[config.mk]
export PLATFORM = sky130hd
export DESIGN_NAME = spi_master
export DESIGN_NICKNAME = d
export VERILOG_FILES = /design/src/rtl/spi_master.sv
export SDC_FILE = /design/constraint.sdc
export NUM_CORES = 1
export LEC_CHECK = 0
export CAP_MARGIN = 10
export CELL_PAD_IN_SITES_DETAIL_PLACEMENT = 1
export CELL_PAD_IN_SITES_GLOBAL_PLACEMENT = 1
export CORE_UTILIZATION = 40
export CTS_CLUSTER_SIZE = 20
export DETAILED_ROUTE_END_ITERATION = 7
export PLACE_DENSITY_LB_ADDON = 0.1
export SLEW_MARGIN = 20
export SYNTH_ARGS = -nofsm -noshare
export SYNTH_HDL_FRONTEND = slang
export SYNTH_SLANG_ARGS = --single-unit
[constraint.sdc]
create_clock -name clk -period 2.5 [get_ports clk]
set_input_delay 0.5 -clock clk [delete_from_list [all_inputs] [get_ports clk]]
set_output_delay 0.5 -clock clk [all_outputs]
set_load 0.02 [all_outputs]
[src/rtl/spi_master.sv]
// Byte-wide SPI initiator with programmable CPOL/CPHA and clock divider.
// Half SPI period T = clk_div+1 enabled cycles; SS can be held across bytes.
module spi_master #(
    parameter int unsigned DIV_WIDTH = 8
) (
    input  logic                 clk,
    input  logic                 rst,
    input  logic                 ena,
    input  logic                 spi_clk_polarity,
    input  logic                 spi_clk_phase,
    input  logic [DIV_WIDTH-1:0] clk_div,
    input  logic                 start,
    input  logic                 hold_ss,
    input  logic [7:0]           bus_in,
    output logic [7:0]           bus_out,
    output logic                 busy,
    output logic                 tx,
    output logic                 rx,
    output logic                 spi_clk,
    output logic                 spi_ss,
    output logic                 spi_out,
    input  logic                 spi_in
);
    typedef enum logic [2:0] {StIdle, StSetup, StShift, StHold, StGap} state_e;

    state_e               state_q;
    logic [DIV_WIDTH-1:0] cnt_q;
    logic [DIV_WIDTH-1:0] div_q;
    logic [4:0]           tog_q;
    logic                 cpha_q;
    logic [7:0]           tx_sh_q;
    logic [7:0]           rx_sh_q;
    logic                 tx_q;
    logic                 rx_q;
    logic                 cnt_wrap;
    logic                 lead;

    assign cnt_wrap = (cnt_q == div_q);
    // Next toggle is odd (leading) when the count so far is even.
    assign lead     = ~tog_q[0];

    // Strobes are held while frozen and only shown in enabled cycles.
    assign tx = tx_q & ena;
    assign rx = rx_q & ena;

    always_ff @(posedge clk or negedge rst) begin
        if (!rst) begin
            state_q <= StIdle;
            cnt_q   <= '0;
            div_q   <= '0;
            tog_q   <= '0;
            cpha_q  <= 1'b0;
            tx_sh_q <= '0;
            rx_sh_q <= '0;
            tx_q    <= 1'b0;
            rx_q    <= 1'b0;
            bus_out <= '0;
            busy    <= 1'b0;
            spi_clk <= 1'b0;
            spi_ss  <= 1'b1;
            spi_out <= 1'b0;
        end else if (ena) begin
            tx_q <= 1'b0;
            rx_q <= 1'b0;
            unique case (state_q)
                StIdle: begin
                    spi_clk <= spi_clk_polarity;
                    cnt_q   <= '0;
                    tog_q   <= '0;
                    if (start) begin
                        div_q   <= clk_div;
                        cpha_q  <= spi_clk_phase;
                        tx_sh_q <= bus_in;
                        tx_q    <= 1'b1;
                        busy    <= 1'b1;
                        spi_ss  <= 1'b0;
                        if (!spi_clk_phase) begin
                            spi_out <= bus_in[7];
                        end
                        state_q <= StSetup;
                    end
                end
                StSetup, StShift: begin
                    cnt_q <= cnt_wrap ? '0 : cnt_q + 1'b1;
                    if (cnt_wrap) begin
                        if (state_q == StShift && tog_q == 5'd16) begin
                            state_q <= StHold;
                        end else begin
                            state_q <= StShift;
                            spi_clk <= ~spi_clk;
                            tog_q   <= tog_q + 1'b1;
                            if (lead ^ cpha_q) begin
                                rx_sh_q <= {rx_sh_q[6:0], spi_in};
                            end else if (cpha_q) begin
                                spi_out <= tx_sh_q[7];
                                tx_sh_q <= {tx_sh_q[6:0], 1'b0};
                            end else if (tog_q != 5'd15) begin
                                spi_out <= tx_sh_q[6];
                                tx_sh_q <= {tx_sh_q[6:0], 1'b0};
                            end
                        end
                    end
                end
                StHold: begin
                    cnt_q <= cnt_wrap ? '0 : cnt_q + 1'b1;
                    if (cnt_wrap) begin
                        bus_out <= rx_sh_q;
                        rx_q    <= 1'b1;
                        if (hold_ss) begin
                            busy    <= 1'b0;
                            state_q <= StIdle;
                        end else begin
                            spi_ss  <= 1'b1;
                            state_q <= StGap;
                        end
                    end
                end
                StGap: begin
                    cnt_q <= cnt_wrap ? '0 : cnt_q + 1'b1;
                    if (cnt_wrap) begin
                        busy    <= 1'b0;
                        state_q <= StIdle;
                    end
                end
                default: state_q <= StIdle;
            endcase
        end
    end

endmodule

# Yosys cells after proc, flatten, opt, wreduce, memory -nomap -nowiden
# Cells that the tools add are included.
[totals]
out_inout_bits = 14
ff_bits = 55
[op_classes]
addsub = 2
n_eq_ne = 17
bitwise = 6
n_reduce_logical = 18
mux = 43
[ops]
columns = ["op", "count"]
rows = [
  ["$mux W8", 7],
  ["$pmux W8 S2", 2],
  ["$mux W1", 21],
  ["$ne A2 B2 Y1 const B", 9],
  ["$mux W3", 5],
  ["$reduce_and A5 Y1", 3],
  ["$pmux W3 S4", 1],
  ["$mux W5", 2],
  ["$pmux W5 S2", 1],
  ["$add A8 B1 Y8 const B", 1],
  ["$eq A8 B8 Y1", 1],
  ["$reduce_and A8 Y1", 1],
  ["$reduce_and A7 Y1", 1],
  ["$eq A3 B2 Y1 const B", 2],
  ["$pmux W1 S2", 3],
  ["$reduce_and A3 Y1", 2],
  ["$reduce_and A6 Y1", 1],
  ["$reduce_bool A2 Y1", 3],
  ["$add A5 B1 Y5 const B", 1],
  ["$eq A5 B5 Y1 const B", 1],
  ["$ne A5 B4 Y1 const B", 1],
  ["$reduce_and A4 Y1", 1],
  ["$reduce_or A4 Y1", 1],
  ["$eq A3 B1 Y1 const B", 1],
  ["11 further kinds", 14],
]

# Depth between registers and ports, before layout
[depth]
ltp_word = 7
ltp_mapped = 8
depth_no_buf = 7

# Worst setup path after synthesis
# Ideal clock, no wire load.
[synth_timing]
path_kind = "flip-flop to flip-flop"
start = "reg tog_q[0]"
end = "reg tx_sh_q[1]"
path_stages_with_launch = 8
setup_slack_ns = 0.351
setup_ns = 0.125
arrival_time_ns = 2.024
cell_sequence = "dfrtp_1 ha_1 and3_1 ha_1 nor3_1 o21ai_0 nor3_4 mux2_4"
[synth_between]
elab_chain_len = 4
elab_cells_between_ends = 9
cone_classes = "5 x eq/ne; 2 x bitwise; 2 x reduce/logical"
[synth_rtl]
columns = ["item", "line_no", "source"]
rows = [
  ["from (decl)", "29", "logic [4:0] tog_q;"],
  ["from (signal assigned)", "91", "tog_q <= tog_q + 1'b1;"],
  ["$eq A5 B5 Y1 / $not A1 Y1 (equally long branches)", "86, 40", ""],
  ["$logic_and A1 B1 Y1 / $xor A1 B1 Y1 (equally long branches)", "86, 92", ""],
  ["$ne A2 B2 Y1 (no source line)", "-", ""],
  ["$reduce_and A7 Y1 (no source line) *", "-", ""],
  ["to (signal assigned)", "73", "tx_sh_q <= bus_in;"],
  ["to (signal assigned)", "96", "tx_sh_q <= {tx_sh_q[6:0], 1'b0};"],
  ["to (signal assigned)", "99", "tx_sh_q <= {tx_sh_q[6:0], 1'b0};"],
  ["to (decl)", "31", "logic [7:0] tx_sh_q;"],
]
# Mark *: on every way between the ends. The rest lies on a longest branch, timed or not.
# A chain may end at the register's enable or synchronous reset.

# Worst setup path after layout
[layout_timing]
start = "in ena"
end = "out tx"
[layout_between]
elab_chain_len = 1
[layout_rtl]
columns = ["item", "line_no", "source"]
rows = [
  ["from (decl)", "8", "input logic ena,"],
  ["$and A1 B1 Y1", "43", "assign tx = tx_q & ena;"],
  ["to (decl)", "17", "output logic tx,"],
]
# Every way passes these cells.

==> key figures <==
Outcome
  • Outcome: complete, no violations

Critical path
  • CP Launch Type: primary input
  • Crit-path max FO: 6
  • R2r setup slk: 0.20 ns
  • Critical Path Start: ena
  • Crit path max-delay cell type: clkdlybuf4s50_1
  • Worst Path Arrival: 1.92 ns
  • Setup CP Type: primary input to output pin
  • Critical path cell sequence: clkdlybuf4s50_1 > inv_1 > nor2_1 > clkdlybuf4s50_1
  • Worst R2R Path Depth: 8
  • CP Capture Type: output pin
  • Reg2reg start: tog_q[0]
  • Critical Path RT: 2.00 ns
  • Most frequent CP cell: clkdlybuf4s50_1
  • CP top delay family: buffers and inverters
  • Reg2Reg Capture Point: tx_sh_q[2]
  • Worst path max stage delay: 0.61 ns
  • Buffers & Inverters on Critical Path: 3

Power and ir drop
  • Sw Share: 0.358
  • Largest vdd supply drop: 0.000396 V
  • Internal power: 1.77 mW
  • Pwr Density: 779 mW/mm2
  • Switch Pwr: 988 uW
  • Total Power: 2.76 mW
  • Seq pwr share: 0.446
  • Clock Power Share: 0.193
  • Combinational group share of total power: 0.361
  • Leak Pwr: 1.60 nW

Job
  • Max-Cap Viols: 0

Timing
  • Fin crit share: 0.967
  • Min cycle time layout: 2.42 ns
  • Worst Max-Slew Pin Slew: 0.511 ns
  • Hold WS: 0.155 ns
  • Clock Skews: 0.0109 ns
  • Final Hold Viols: 0
  • Finish-stage setup viols: 0
  • Fmax: 0.414 GHz
  • Relative slew slack: 0.659
  • Max-slew violation count: 0
  • RSZ-0062 raised after global routing: false
  • Setup TNS: 0 ns

Clock network
  • CTS tree: done
  • Insertion delay of the later-clocked pin in the worst-skew pair: 0.31 ns
  • Root buffer cell: clkbuf_8
  • Clock Pin Slew Worst Setup and Hold Paths: 0.10 ns
  • Cts bufs inserted: 5
  • # hold bufs at CTS: 0
  • H-Tree Depth: 2
  • Sink Count: 55
  • CTS Buffer Depth: 2

Route
  • Average wire per standard cell: 15.5 um
  • DR iter-0 viols: 46
  • Vias: 2089
  • 1st-pass router iterations: 4
  • Vias per inst: 5.20
  • Antenna-violating nets left: 0
  • DRC: 0
  • Routed WL: 6240 um

Finish
  • Layout cells sized above 1: 0.209
  • Nets: 333
  • Antenna Cells: 0
  • Synth-to-layout area growth: 24.4%

Place
  • DPL Wire Length: 4810 um
  • Global placement routability congestion: 0.788
  • Buffers added on ports: 37

Global routing
  • Vias in the first global route: 2167
  • First-pass GRT wire length: 10800 um
  • Overflow after GRT: 0
  • Overall Global Routing Usage: 0.189
  • Pin count of the biggest net entering global routing: 56
  • Initial antenna violation count: 0

Synth
  • Post-synth top cells: dfrtp_1, nand2_1, o21ai_0
  • Net Count, Synth: 282
  • Synthesis Warnings: 0
  • Synth area leader: dfrtp_1
  • Most used DFF post-synth: dfrtp_1
  • Number of synthesized register bits: 55
  • Post-synth top area share: 0.475
  • Ys async rst share: 1.00
  • Count leader, synth: dfrtp_1
  • Cells after Synth: 254
  • Post-synth EDFFs: 0
  • Mean Syn Cell Area: 11.2 um2
  • Sequential area share after synthesis: 0.484
  • Mapped cell area: 0.00285 mm2
  • Post-synth cell types: 57
  • Synth area leaders: dfrtp_1, mux2_2, nand2_1

Floorplanning
  • Full die area: 0.00746 mm2
  • Die Span Y: 86.4 um
  • Die width: 86.4 um
  • FP Rows: 30
  • I/O pin count: 38
  • Initial Util: 0.417
  • Core area: 0.00683 mm2

Min path
  • Worst Hold Class: primary input to async pin
[per-layer routing]
layer  track usage  share of wire
met5             0              0
met4        0.0409         0.0029
met3        0.0333          0.029
met2         0.315           0.50
met1         0.258           0.46
[per-stage QoR]
step	util	std cells	worst slack, ns	instance area [um2]
global placement	0.503	394	0.0713	3440
detailed placement	0.503	394	-0.0170	3440
global route	0.518	402	0.0353	3540
CTS	0.518	402	0.0710	3540
floorplan	-	254	0.351	2850
finish	0.518	402	0.0824	3540
[flip-flops by register name (all words and copies together) (netlist names), 3 cells and up]
register  cells
tx_sh_q       8
cnt_q         8
bus_out       8
div_q         8
rx_sh_q       8
state_q       3
tog_q         5
[final cells by class]
type                            count  area [um2]
Clock buffer                        5        68.8
Clock inverter                      3        33.8
Fill cell                         747        3290
Inverter                           10        37.5
Multi-Input combinational cell    176        1350
Sequential cell                    55        1380
Tap cell                           96         120
Timing Repair Buffer               57         553
[repair_timing]
| item | in CTS | in global routing |
|---|---|---|
| buffers inserted | 0 | 0 |
| setup endpoints to repair | 0 | 7 |
| gates resized for setup | 0 | 1 |
[worst reg2reg max path, delay by kind of cell, from the launching register on]
kind                       cells  cell delay [ns]
adders and majority gates      2             0.47
buffers and inverters          1             0.16
muxes                          1             0.30
DFF                            1             0.47
and+or+nand+nor                3             0.61
AOI/OAI and AO/OA              1             0.18
[worst max path at each step]
| stage | endpoint | cells past startpoint |
|---|---|---|
| global route | tx | 4 |
| CTS | tx | 4 |
| finish | tx | 4 |
| floorplan | tx_sh_q[1] | 7 |
| detailed placement | tx_sh_q[6] | 7 |
| global placement | tx_sh_q[4] | 7 |
[cell families (layout without fill, tap and decap cells)]
kind of cell | count (synthesis) | after routing | synth area share
AOI/OAI and AO/OA | 50 | 50 | 0.123
xor gates and xnor gates | 14 | 14 | 0.0431
adders and majority gates | 5 | 5 | 0.0211
buffers and inverters | 23 | 75 | 0.0417
DFF | 55 | 55 | 0.484
muxes | 34 | 34 | 0.143
and+or+nand+nor | 73 | 73 | 0.144
[cell usage in the layout, fill, tap and decap left out, drive strengths merged, types with 6 or more instances in the layout]
cell type      synthesis  layout
clkdlybuf4s50          0      36
buf                    8      21
o21ai                 22      22
dfrtp                 54      54
mux2                  33      33
inv                   10      12
xor2                  11      11
nand3                  6       6
a21oi                  6       6
nand2                 31      31
[power by group through the flow]
stage          registers (mW)  clock network, mW  logic (mW)
2_1_floorplan            1.22                  0       0.684
3_3_place_gp             1.25                  0       0.972
3_5_place_dp             1.25                  0        1.01
4_1_cts                  1.23              0.557        1.01
5_1_grt                  1.26              0.590        1.11
6_report                 1.23              0.533       0.996
Note: power is estimated with default switching activity, not from simulation.
